`src/rtl/adder_block.sv`:
```
// adder_block: registered WIDTH-bit ripple-carry adder with carry-in/out,
// signed-overflow and zero flags; optional input stage via ADDER_BLOCK_INREG_EN.
//
// Ports:
//   clk        in   1      clock, rising edge
//   rst        in   1      synchronous active-high reset
//   in_valid   in   1      a/b/cin valid this cycle
//   a, b       in   WIDTH  unsigned operands
//   cin        in   1      carry-in
//   out_valid  out  1      new result present this cycle
//   sum        out  WIDTH  registered (a+b+cin)[WIDTH-1:0]
//   cout       out  1      registered carry out of MSB
//   ovf        out  1      registered signed overflow
//   zero       out  1      registered sum==0 flag
//
// Macro ADDER_BLOCK_INREG_EN: adds a registered input stage (latency 2).
module adder_block #(
    parameter int WIDTH = 4
) (
    input  logic             clk,
    input  logic             rst,
    input  logic             in_valid,
    input  logic [WIDTH-1:0] a,
    input  logic [WIDTH-1:0] b,
    input  logic             cin,
    output logic             out_valid,
    output logic [WIDTH-1:0] sum,
    output logic             cout,
    output logic             ovf,
    output logic             zero
);

    logic             w_vld;
    logic [WIDTH-1:0] w_a;
    logic [WIDTH-1:0] w_b;
    logic             w_cin;

`ifdef ADDER_BLOCK_INREG_EN
    logic             r_vld_q;
    logic [WIDTH-1:0] r_a_q;
    logic [WIDTH-1:0] r_b_q;
    logic             r_cin_q;

    // Operands are only captured when valid so X/Z on idle
    // inputs never reaches the adder core.
    always_ff @(posedge clk) begin
        if (rst) begin
            r_vld_q <= 1'b0;
            r_a_q   <= '0;
            r_b_q   <= '0;
            r_cin_q <= 1'b0;
        end else begin
            r_vld_q <= in_valid;
            if (in_valid) begin
                r_a_q   <= a;
                r_b_q   <= b;
                r_cin_q <= cin;
            end
        end
    end

    assign w_vld = r_vld_q;
    assign w_a   = r_a_q;
    assign w_b   = r_b_q;
    assign w_cin = r_cin_q;
`else
    assign w_vld = in_valid;
    assign w_a   = a;
    assign w_b   = b;
    assign w_cin = cin;
`endif

    // Ripple chain of full-adder cells; w_c[i] is carry into bit i.
    logic [WIDTH-1:0] w_s;
    logic [WIDTH:0]   w_c;

    always_comb begin
        w_s    = '0;
        w_c    = '0;
        w_c[0] = w_cin;
        for (int i = 0; i < WIDTH; i++) begin
            w_s[i]   = w_a[i] ^ w_b[i] ^ w_c[i];
            w_c[i+1] = (w_a[i] & w_b[i])
                     | (w_c[i] & (w_a[i] ^ w_b[i]));
        end
    end

    logic w_ovf;
    logic w_zero;

    assign w_ovf  = w_c[WIDTH] ^ w_c[WIDTH-1];
    assign w_zero = (w_s == '0);

    logic             r_out_valid;
    logic [WIDTH-1:0] r_sum;
    logic             r_cout;
    logic             r_ovf;
    logic             r_zero;

    // Result fields hold across idle cycles; only out_valid drops.
    always_ff @(posedge clk) begin
        if (rst) begin
            r_out_valid <= 1'b0;
            r_sum       <= '0;
            r_cout      <= 1'b0;
            r_ovf       <= 1'b0;
            r_zero      <= 1'b1;
        end else begin
            r_out_valid <= w_vld;
            if (w_vld) begin
                r_sum  <= w_s;
                r_cout <= w_c[WIDTH];
                r_ovf  <= w_ovf;
                r_zero <= w_zero;
            end
        end
    end

    assign out_valid = r_out_valid;
    assign sum       = r_sum;
    assign cout      = r_cout;
    assign ovf       = r_ovf;
    assign zero      = r_zero;

endmodule

```
`config.mk`:
```
export PLATFORM = sky130hd
export DESIGN_NAME = adder_block
export DESIGN_NICKNAME = d
export VERILOG_FILES = /design/src/rtl/adder_block.sv
export SDC_FILE = /design/constraint.sdc
export NUM_CORES = 1
export LEC_CHECK = 0
export CAP_MARGIN = 25
export CORE_AREA = 2 2 39 41
export DETAILED_ROUTE_END_ITERATION = 8
export DIE_AREA = 0 0 41 43
export GPL_ROUTABILITY_DRIVEN = 1
export GPL_TIMING_DRIVEN = 0
export PLACE_DENSITY = 0.68
export SLEW_MARGIN = 5
export SYNTH_ARGS = -nofsm -noshare
export SYNTH_HDL_FRONTEND = slang
export SYNTH_SLANG_ARGS = --single-unit
```
`constraint.sdc`:
```
create_clock -name clk -period 3.6 [get_ports clk]
set_input_delay 0.54 -clock clk [delete_from_list [all_inputs] [get_ports clk]]
set_output_delay 0.54 -clock clk [all_outputs]
set_load 0.01 [all_outputs]
```
==> results.sh, run 1 <==
export IMPL_synth_xor_area_share_pct=2.27
export IMPL_grt_usage_pct=12.6
export IMPL_hpwl_um=676
export IMPL_synth_cell_types=15
export IMPL_h_tree_depth=1
export IMPL_p_leak_nw=0.254
export IMPL_finalSetupViolCount=0
export IMPL_synthToLayoutAreaGrowth_pct=57.8
export IMPL_maxCapViolCount=0
export IMPL_placed_cells=68
export IMPL_max_clock_freq_ghz=0.344
export IMPL_post_route_drc_count=0
export IMPL_drt_total_wl_um=845
export IMPL_status="finished, final reports clean"
export IMPL_power_density_mw_per_mm2=388
export IMPL_synth_adder_area_share_pct=20.8
export IMPL_hold_start="cout"
export IMPL_yosysTopAreaCell="dfxtp_1"
export IMPL_cp_slowest_cell="fa_1"
export IMPL_io_pins=20
export IMPL_maxSlewHeadroom_pct=74.3
export IMPL_clock_path_buffers=2
export IMPL_slew_viol_final=0
export IMPL_cts_buffers=3
export IMPL_portBuffers=18
export IMPL_syn_nets=50
export IMPL_cts_tree="done"
export IMPL_hold_class="flip-flop to flip-flop"
export IMPL_die_height_um=43
export IMPL_ys_top_cells_by_area="dfxtp_1 42%, fa_1 21%, mux2i_1 7.8%"
export IMPL_synth_top_family_by_area="adder cells"
export IMPL_startpoint_type="primary input"
export IMPL_wl_per_cell_um=11.9
export IMPL_die_area_mm2=0.00176
export IMPL_finalNonFillerCells=71
export IMPL_path_class="primary input to flip-flop"
export IMPL_antenna_left=0
export IMPL_drive_gt1_share_pct=10.9
export IMPL_grt_pass1_vias=292
export IMPL_initial_core_util_pct=27.8
export IMPL_cts_setup_buffers=0
export IMPL_synth_simple_gate_area_share_pct=11.4
export IMPL_fin_crit_sh_pct=80.8
export IMPL_postLayoutCoreUtil_pct=43.9
export IMPL_drt_iter0_drc=2
export IMPL_clock_latency_ps=260
export IMPL_mostFrequentLayoutCells="18 x clkdlybuf4s50_1, 8 x dfxtp_1, 5 x nor2_1"
export IMPL_cts_root_buf="clkbuf_4"
export IMPL_worst_ir_drop_vdd_v=0.000206
export IMPL_synth_top_area_share_pct=41.6
export IMPL_fp_row_count=14
export IMPL_muxShareOfSynthArea_pct=7.79
export IMPL_rsz0062_at_grt="no"
export IMPL_netlist_area_um2=385
export IMPL_worst_pin_slew_ps=385
export IMPL_ys_ff_latch=8
export IMPL_fin_crit_ps=2910
export IMPL_hold_buffers=0
export IMPL_startpoint="a[0]"
export IMPL_path_clk_slew_ps=50
export IMPL_syn_area_per_cell_um2=11.3
export IMPL_vias=309
export IMPL_fp_dieW_um=41
export IMPL_core_area_mm2=0.00138
export IMPL_r2r_start="zero"
export IMPL_crit_chain="clkdlybuf4s50_1, fa_1, fa_1, fa_1, inv_1, fa_1, a221o_1"
export IMPL_cp_max_fo=2
export IMPL_grt_pass1_wl_um=1300
export IMPL_crit_path_frequent_cell="fa_1"
export IMPL_clock_sinks=8
export IMPL_grt_overflow=0
export IMPL_gpl_final_weighted_congestion=0.593
export IMPL_antenna_found_initial=0
export IMPL_synth_compound_area_share_pct=8.44
export IMPL_viasPerCell=4.35
export IMPL_worstSetupEndpointType="flip-flop"
export IMPL_grt_start_max_net_pins=11
export IMPL_fin_nets=73
export IMPL_n_antenna_cell=0
export IMPL_cts_resized=0
export IMPL_ys_seq_area_share_pct=41.6
export IMPL_worstPathArrival_ps=3050
export IMPL_worstPathRequired_ps=3740
export IMPL_setup_tns_final_ps=0
export IMPL_syn_instance_count=34
export IMPL_layout_commonest_cell="clkdlybuf4s50_1"
export IMPL_hold_viol=0
export IMPL_critPathMaxStageDelay_ps=440
export IMPL_ys_warn_count=0
export IMPL_drt_first_pass_iters=2
export IMPL_fin_skew_ps=0
## report_power, final
group	switching (mW)	total (mW)	leakage (nW)	internal [mW]
Sequential	0.00357	0.101	0.0664	0.0970
Clock	0.0306	0.0687	0.0138	0.0381
Combinational	0.0270	0.0667	0.174	0.0397
## stage by stage
step	hold slack, ps	cell area, µm²	setup WS, ps	power (mW)
after CTS	475	608	667	0.240
after global routing	490	608	656	0.256
after global placement	467	586	451	0.167
after floorplan	498	385	964	0.134
after detailed placement	467	586	403	0.170
final	476	608	690	0.236
## state kept, by name, indices dropped and copies added, names as in the netlist
| register | flops |
|---|---|
| out_valid | 1 |
| sum | 4 |
| ovf | 1 |
| zero | 1 |
| cout | 1 |
## cell families (layout without fill, tap and decap cells)
kind of cell / count (synthesis) / after routing
xor gates and xnor gates: 1 / 1
adders and majority gates: 4 / 4
DFF: 8 / 8
AOI/OAI and AO/OA: 4 / 4
and+or+nand+nor: 8 / 8
muxes: 3 / 3
buffers and inverters: 6 / 27
## critical path, delay by kind of cell
| family | cells | cell delay [ps] |
|---|---|---|
| fa+ha+maj | 4 | 1690 |
| buf+inv | 2 | 510 |
| compound gates | 1 | 300 |
## metal layers
metal / global-route usage, % / wire (µm)
met4: 8.00 / 23
met3: 9.42 / 63
met1: 11.2 / 290
met2: 18.8 / 468
met5: 0 / 0
## final cells by class
class,instances,area [µm²]
sequential,8,160
multi-input combinational,20,195
buffer,2,15.0
clock buffer,3,22.5
tap,16,20.0
fill,142,776
inverter,4,15.0
timing repair buffer,18,180
## cells in the mapped netlist
master    instances
dfxtp_1           8
nor2_1            5
fa_1              4
inv_1             3
mux2i_1           3
a211oi_1          2
a21o_1            1
a221o_1           1
buf_6             1
clkbuf_1          1
inv_2             1
nor2b_2           1
nor3b_1           1
nor4b_1           1
xnor2_1           1
## path summary, 6_finish.rpt
check | endpoint | slack (ps) | cells past startpoint
setup / recovery | zero | 690 | 7
hold reg to reg | cout | 480 | 2
hold / removal | cout | 480 | 2
setup reg to reg | zero | 2880 | 1
Power figures use the tool's default switching activity.
==> run 2: changes to the inputs <==
==> constraint.sdc (replaced) <==
create_clock -name clk -period 2.9 [get_ports clk]
set_input_delay 0.435 -clock clk [delete_from_list [all_inputs] [get_ports clk]]
set_output_delay 0.435 -clock clk [all_outputs]
set_load 0.01 [all_outputs]
==> results of run 2 <==
The final DEF is identical to that of run 1. Status: finished, final reports clean.
Main changes from that run: setup slack after placement 403 ps -> -192 ps; setup slack after layout 690 ps -> 95.2 ps; register-to-register setup slack 2880 ps -> 2180 ps; total power 0.236 mW -> 0.293 mW; worst IR drop on VDD 0.000206 V -> 0.000255 V
==> run 3: changes to the inputs <==
--- a/config.mk
+++ b/config.mk
@@ -12,6 +12,7 @@
 export GPL_ROUTABILITY_DRIVEN = 1
 export GPL_TIMING_DRIVEN = 0
 export PLACE_DENSITY = 0.68
+export SKIP_CTS_REPAIR_TIMING = 1
 export SLEW_MARGIN = 5
 export SYNTH_ARGS = -nofsm -noshare
 export SYNTH_HDL_FRONTEND = slang
==> constraint.sdc (replaced) <==
create_clock -name clk -period 3.1 [get_ports clk]
set_input_delay 0.465 -clock clk [delete_from_list [all_inputs] [get_ports clk]]
set_output_delay 0.465 -clock clk [all_outputs]
set_load 0.01 [all_outputs]
==> results of run 3 <==
The final DEF is identical to that of run 1. Status: finished, final reports clean.
Main changes from that run: setup slack after placement 403 ps -> -21.7 ps; setup slack after layout 690 ps -> 265 ps; register-to-register setup slack 2880 ps -> 2380 ps; total power 0.236 mW -> 0.274 mW; worst IR drop on VDD 0.000206 V -> 0.000239 V
